==> config.mk <==
export PLATFORM = sky130hd
export DESIGN_NAME = data_mem_ctrl
export DESIGN_NICKNAME = d
export VERILOG_FILES = /design/src/rtl/data_mem_ctrl.sv
export SDC_FILE = /design/constraint.sdc
export NUM_CORES = 1
export LEC_CHECK = 0
export ABC_AREA = 1
export ABC_CLOCK_PERIOD_IN_PS = 1800
export BUFFER_PORTS_ARGS = -buffer_cell sky130_fd_sc_hd__buf_2
export CAP_MARGIN = 20
export CORE_MARGIN = 8
export CORE_UTILIZATION = 40
export DETAILED_ROUTE_END_ITERATION = 16
export GPL_TIMING_DRIVEN = 0
export PLACE_DENSITY = 0.69
export SYNTH_ARGS = -nofsm -noshare
export SYNTH_HDL_FRONTEND = slang
export SYNTH_SLANG_ARGS = --single-unit
==> constraint.sdc <==
create_clock -name clk -period 1.8 [get_ports clk]
set_input_delay 0.09 -clock clk [delete_from_list [all_inputs] [get_ports clk]]
set_output_delay 0.09 -clock clk [all_outputs]
set_load 0.005 [all_outputs]
==> src/rtl/data_mem_ctrl.sv <==
// Data-side memory controller: serialises one LSB load/store into byte accesses on a byte-wide RAM.
// Latency: accept at A, read ack at A+n+2, write ack at A+n+1 (n = 1/2/4 bytes); en=0 stretches it.
// Backpressure: single outstanding request; busy_o high outside IDLE, en=0 freezes all state.
module data_mem_ctrl #(
    parameter int ADR_W = 17,
    parameter int DAT_W = 32
) (
    input  logic             clk,
    input  logic             rst,
    input  logic             en,
    input  logic             lsb_en_i,
    input  logic             lsb_rwen_i,
    input  logic [2:0]       lsb_len_i,
    input  logic [ADR_W-1:0] lsb_adr_i,
    input  logic [DAT_W-1:0] lsb_dat_i,
    output logic             lsb_en_o,
    output logic [DAT_W-1:0] lsb_dat_o,
    output logic             busy_o,
    input  logic             rob_br_flag,
    output logic [ADR_W-1:0] ram_adr_o,
    output logic             ram_wr_o,
    output logic [7:0]       ram_dat_o,
    input  logic [7:0]       ram_dat_i
);

    typedef enum logic [1:0] {
        IDLE  = 2'd0,
        READ  = 2'd1,
        WRITE = 2'd2,
        DONE  = 2'd3
    } state_t;

    state_t             state_q, state_d;
    logic [ADR_W-1:0]   base_q, base_d;
    logic [2:0]         nbytes_q, nbytes_d;     // 1, 2 or 4
    logic [DAT_W-1:0]   wdat_q, wdat_d;
    logic [2:0]         iss_q, iss_d;           // bytes issued to the RAM so far
    logic [1:0]         cap_q, cap_d;           // next byte lane to capture
    logic               bus_vld_q, bus_vld_d;   // a read address is on the RAM bus this cycle
    logic               rd_vld_q, rd_vld_d;     // ram_dat_i holds a byte we asked for
    logic [DAT_W-1:0]   rdat_q, rdat_d;
    logic [ADR_W-1:0]   ram_adr_q, ram_adr_d;
    logic               ram_wr_q, ram_wr_d;
    logic [7:0]         ram_dat_q, ram_dat_d;
    logic               lsb_en_q, lsb_en_d;
    logic [2:0]         len_dec;

    // Byte k of the store word (little-endian).
    function automatic logic [7:0] pick_byte(input logic [DAT_W-1:0] d, input logic [1:0] k);
        logic [7:0] b;
        case (k)
            2'd0:    b = d[7:0];
            2'd1:    b = d[15:8];
            2'd2:    b = d[23:16];
            default: b = d[31:24];
        endcase
        return b;
    endfunction

    // Length decode as a byte count; an illegal zero length is treated as a single byte.
    always_comb begin
        len_dec = {lsb_len_i[2],
                   ~lsb_len_i[2] & lsb_len_i[1],
                   ~lsb_len_i[2] & ~lsb_len_i[1] & (lsb_len_i[0] | (lsb_len_i == 3'd0))};
    end

    // State register; en=0 holds everything, reset wins over en.
    always_ff @(posedge clk) begin
        if (rst) begin
            state_q   <= IDLE;
            base_q    <= '0;
            nbytes_q  <= 3'd0;
            wdat_q    <= '0;
            iss_q     <= 3'd0;
            cap_q     <= 2'd0;
            bus_vld_q <= 1'b0;
            rd_vld_q  <= 1'b0;
            rdat_q    <= '0;
            ram_adr_q <= '0;
            ram_wr_q  <= 1'b0;
            ram_dat_q <= 8'd0;
            lsb_en_q  <= 1'b0;
        end else if (en) begin
            state_q   <= state_d;
            base_q    <= base_d;
            nbytes_q  <= nbytes_d;
            wdat_q    <= wdat_d;
            iss_q     <= iss_d;
            cap_q     <= cap_d;
            bus_vld_q <= bus_vld_d;
            rd_vld_q  <= rd_vld_d;
            rdat_q    <= rdat_d;
            ram_adr_q <= ram_adr_d;
            ram_wr_q  <= ram_wr_d;
            ram_dat_q <= ram_dat_d;
            lsb_en_q  <= lsb_en_d;
        end
    end

    // Next-state and registered-output logic for the request sequencer.
    always_comb begin
        state_d   = state_q;
        base_d    = base_q;
        nbytes_d  = nbytes_q;
        wdat_d    = wdat_q;
        iss_d     = iss_q;
        cap_d     = cap_q;
        bus_vld_d = 1'b0;
        rd_vld_d  = 1'b0;
        rdat_d    = rdat_q;
        ram_adr_d = ram_adr_q;
        ram_wr_d  = 1'b0;
        ram_dat_d = ram_dat_q;
        lsb_en_d  = 1'b0;

        case (state_q)
            IDLE: begin
                // A flushed read is dropped; a store is already committed and goes ahead.
                if (lsb_en_i && (lsb_rwen_i || !rob_br_flag)) begin
                    base_d    = lsb_adr_i;
                    nbytes_d  = len_dec;
                    wdat_d    = lsb_dat_i;
                    iss_d     = 3'd1;
                    cap_d     = 2'd0;
                    rdat_d    = '0;
                    ram_adr_d = lsb_adr_i;
                    if (lsb_rwen_i) begin
                        ram_dat_d = lsb_dat_i[7:0];
                        ram_wr_d  = 1'b1;
                        state_d   = WRITE;
                    end else begin
                        bus_vld_d = 1'b1;
                        state_d   = READ;
                    end
                end
            end

            READ: begin
                if (rob_br_flag) begin
                    state_d = IDLE;
                end else begin
                    if (iss_q < nbytes_q) begin
                        ram_adr_d = base_q + ADR_W'(iss_q);
                        iss_d     = iss_q + 3'd1;
                        bus_vld_d = 1'b1;
                    end
                    rd_vld_d = bus_vld_q;
                    if (rd_vld_q) begin
                        case (cap_q)
                            2'd0:    rdat_d[7:0]   = ram_dat_i;
                            2'd1:    rdat_d[15:8]  = ram_dat_i;
                            2'd2:    rdat_d[23:16] = ram_dat_i;
                            default: rdat_d[31:24] = ram_dat_i;
                        endcase
                        cap_d = cap_q + 2'd1;
                        if ({1'b0, cap_q} == nbytes_q - 3'd1) begin
                            state_d  = DONE;
                            lsb_en_d = 1'b1;
                        end
                    end
                end
            end

            WRITE: begin
                if (iss_q < nbytes_q) begin
                    ram_adr_d = base_q + ADR_W'(iss_q);
                    ram_dat_d = pick_byte(wdat_q, iss_q[1:0]);
                    ram_wr_d  = 1'b1;
                    iss_d     = iss_q + 3'd1;
                end else begin
                    state_d  = DONE;
                    lsb_en_d = 1'b1;
                end
            end

            default: begin
                state_d = IDLE;
            end
        endcase
    end

    // Outputs: registered, with en gating the two strobes combinationally.
    always_comb begin
        lsb_en_o  = lsb_en_q & en;
        lsb_dat_o = rdat_q;
        busy_o    = (state_q != IDLE);
        ram_adr_o = ram_adr_q;
        ram_wr_o  = ram_wr_q & en;
        ram_dat_o = ram_dat_q;
    end

endmodule

==> out/qor.yml <==
status: "finished with violations"
violations: "negative setup slack"
met1_usage_pct: 24.3
grt.busiest_layer: "met2"
worstSetupStartpointType: "flop"
drc_errors: 0
fmaxAchievable_mhz: 552
clkLatencyLatePin_ps: 430
crit_slowest_cell: "dfxtp_2"
met3_usage_pct: 5.58
via_count: 6050
ys_warn_count: 0
syn_area_um2: 5770
core-area_um2: 14300
hp-class: "input port to flop"
reg2reg_to: "ram_adr_o[8]$_SDFFE_PP0P_"
fin_hold_ws_ps: 20.5
clock_skew_ps: 6.94
start_util_pct: 40.3
r2r_setup_slack_ps: -10
die_area_um2: 18500
final_nets: 1064
stdcell_count: 1177
tightest_slew_ps: 774
finalMaxSlewViolations: 0
met2_usage_pct: 31.4
setup_viol: 1
setup_ws_ps: -11.2
final_core_util_pct: 56.7
max_slew_margin_pct: 48.4
power.density_nw_per_um2: 1130
io_pins: 126
grt_first_pass_wirelength_um: 28100
endpoint: "ram_adr_o[8]$_SDFFE_PP0P_"
reg2regPathDepth: 9
ctsLongestPathBuffers: 2
grtUsageTotal_pct: 19.6
regArea_um2: 2410
drv_cap: 0
dr.pass1.iters: 7
die_h_um: 136
grt-ovfl-total: 0
synth_most_common_cell: "nand2_1"
cpPeakStageDelay_ps: 330
cts_made_buffers: 17
drt_wl_total_um: 18900
dp_cells: 1082
clkSinkCount: 120
fin_area_um2: 8120
clockRootBuffer: "clkbuf_16"
area_growth_pct: 40.7
clk_pin_slew_ps: 60
die_x_um: 136
synth_edf_count: 0
drive_gt1_share_pct: 26.7
place.gp.congestion: 0.900
cts_tree: "yes"
worstSetupStartpoint: "nbytes_q[2]$_SDFFE_PP0P_"
synth-seq-cells: 120
cts.htree.levels: 4
seq_area_frac_synth_pct: 41.6
antenna_found_initial: 1
avgSynthCellArea_um2: 7.45
holdCritStartpoint: "lsb_dat_i[7]"
setup_tns_ps: -11.2
grt_pass1_vias: 5599
avgRoutedWirePerCell_um: 16.1
multi_input_area_um2: 2960
crit_fanout: 8
viasPerCell: 5.14
cp.required_ps: 2110
synthArstFlopShare_pct: 0
synthFlopType: "dfxtp_1"
grt_start_max_net_pins: 17
first_iter_violations: 421
worst_r2r_startpoint: "nbytes_q[2]$_SDFFE_PP0P_"
cp_data_arrival_time_ps: 2120
rsz0062_at_grt: "true"
min_period_over_period_pct: 101
fp-row-count: 44
dp_hpwl_um: 12900
ys_top_cells_by_count: "nand2_1, dfxtp_1, a21oi_1, o21ai_0, inv_1"
min_period_ps: 1810
yosys-top-cells-area: "dfxtp_1, a21oi_1, nand2_1"
timing.final.hold_violations: 0
crit_path_end_kind: "flop"
synthDominantCellAreaShare_pct: 41.6
fillers: 1322
yosysTopAreaCell: "dfxtp_1"
dpl_cell_area_um2: 6620
synthCells: 774
ant_nets: 0
path_cells: "inv_4 -> ha_4 -> a21oi_4 -> nand2_2 -> nand2_2 -> nand3_4 -> clkbuf_16 -> a21oi_1 -> a21oi_1"
leakagePower_nw: 3.51
ir_drop_uv: 638
syn_nets: 859
port-buffer-count: 124
synth.distinct_cells: 41
critical_path_class: "flop to flop"
-- registers in the layout, summed over array words and instances, names as in the netlist, 2 cells and up --
signal / count
state_q: 2
wdat_q: 32
base_q: 17
ram_dat_o: 8
lsb_dat_o: 32
cap_q: 2
ram_adr_o: 17
nbytes_q: 3
iss_q: 3
-- cell families after synthesis --
| family | count (synthesis) | share of synthesized area [%] |
|---|---|---|
| and+or+nand+nor | 261 | 20.2 |
| AOI/OAI and AO/OA | 243 | 23.5 |
| buffers and inverters | 126 | 9.61 |
| DFF | 120 | 41.6 |
| adders and majority gates | 19 | 4.25 |
| xor gates and xnor gates | 5 | 0.759 |
-- final cells by class --
type | instances | share of cell area [%]
clock buffer | 19 | 5.58
clock inverter | 13 | 2.47
buffer | 40 | 3.28
tap | 184 | 2.84
timing repair buffer | 187 | 15.5
antenna | 1 | 0.0308
sequential | 120 | 29.7
inverter | 85 | 4.11
multi-input combinational | 528 | 36.4
-- worst max-delay path: cells and delay by family, from the launching register on --
kind            cells  cell delay, ps
buf+inv             2             290
flops               1             330
simple gates        3             380
fa+ha+maj           1             240
compound gates      3             430
-- placed cells by master (no fill, tap or decap), types with 4 or more instances in the layout --
| cell | count |
|---|---|
| a211oi_1 | 5 |
| a211oi_2 | 8 |
| a21oi_1 | 99 |
| a21oi_2 | 7 |
| a31oi_1 | 10 |
| buf_2 | 132 |
| buf_4 | 12 |
| buf_6 | 4 |
| buf_8 | 4 |
| bufinv_16 | 5 |
| clkbuf_1 | 14 |
| clkbuf_16 | 19 |
| clkbuf_2 | 5 |
| clkinv_2 | 5 |
| clkinvlp_4 | 5 |
| dfxtp_1 | 115 |
| dfxtp_2 | 4 |
| dlygate4sd3_1 | 49 |
| ha_1 | 13 |
| inv_1 | 75 |
| nand2_1 | 132 |
| nand2_2 | 7 |
| nand3_1 | 27 |
| nor2_1 | 63 |
| nor2_2 | 10 |
| nor2_8 | 4 |
| o211ai_1 | 8 |
| o21ai_0 | 87 |
| o21ai_1 | 13 |
-- where the power goes --
part           leakage (nW)  switching (W)  internal [W]
clock network         0.311        0.00127       0.00251
registers             0.985       0.000209       0.00298
logic                  2.22        0.00125      0.000912
-- routing by layer --
layer / wire length [um] / vias to the layer above / share of wire (%)
met5: 0 / - / 0
met4: 434 / 0 / 2.3
met3: 1570 / 37 / 8.3
met2: 8720 / 253 / 46
met1: 8190 / 2788 / 43
li1: - / 2972 / -
-- what timing repair did --
action | in CTS | in global routing
hold endpoints to repair | 52 | 0
cloned | 0 | 2
hold buffers | 49 | 0
endpoints found under the setup margin | 75 | 88
buffers inserted | 5 | 7
pin swaps | 2 | 7
resized for setup | 23 | 60
-- per-stage QoR --
step / power (W) / setup slack, ps
CTS: 0.00894 / -6.69
global placement: 0.00500 / -250
finish: 0.00914 / -11.2
global route: 0.00951 / -102
detailed placement: 0.00503 / -250
floorplan: 0.00436 / 155
-- worst min-delay path by stage --
stage                               end  slack [ps]  depth (start not counted)
2_1_floorplan  nbytes_q[1]$_SDFFE_PP0P_         240                          2
3_3_place_gp    wdat_q[14]$_SDFFE_PP0P_         370                          3
3_5_place_dp    wdat_q[14]$_SDFFE_PP0P_         380                          3
4_1_cts          wdat_q[7]$_SDFFE_PP0P_           2                          3
5_1_grt          wdat_q[7]$_SDFFE_PP0P_          30                          3
6_report         wdat_q[7]$_SDFFE_PP0P_          20                          3
Power figures use the tool's default switching activity.
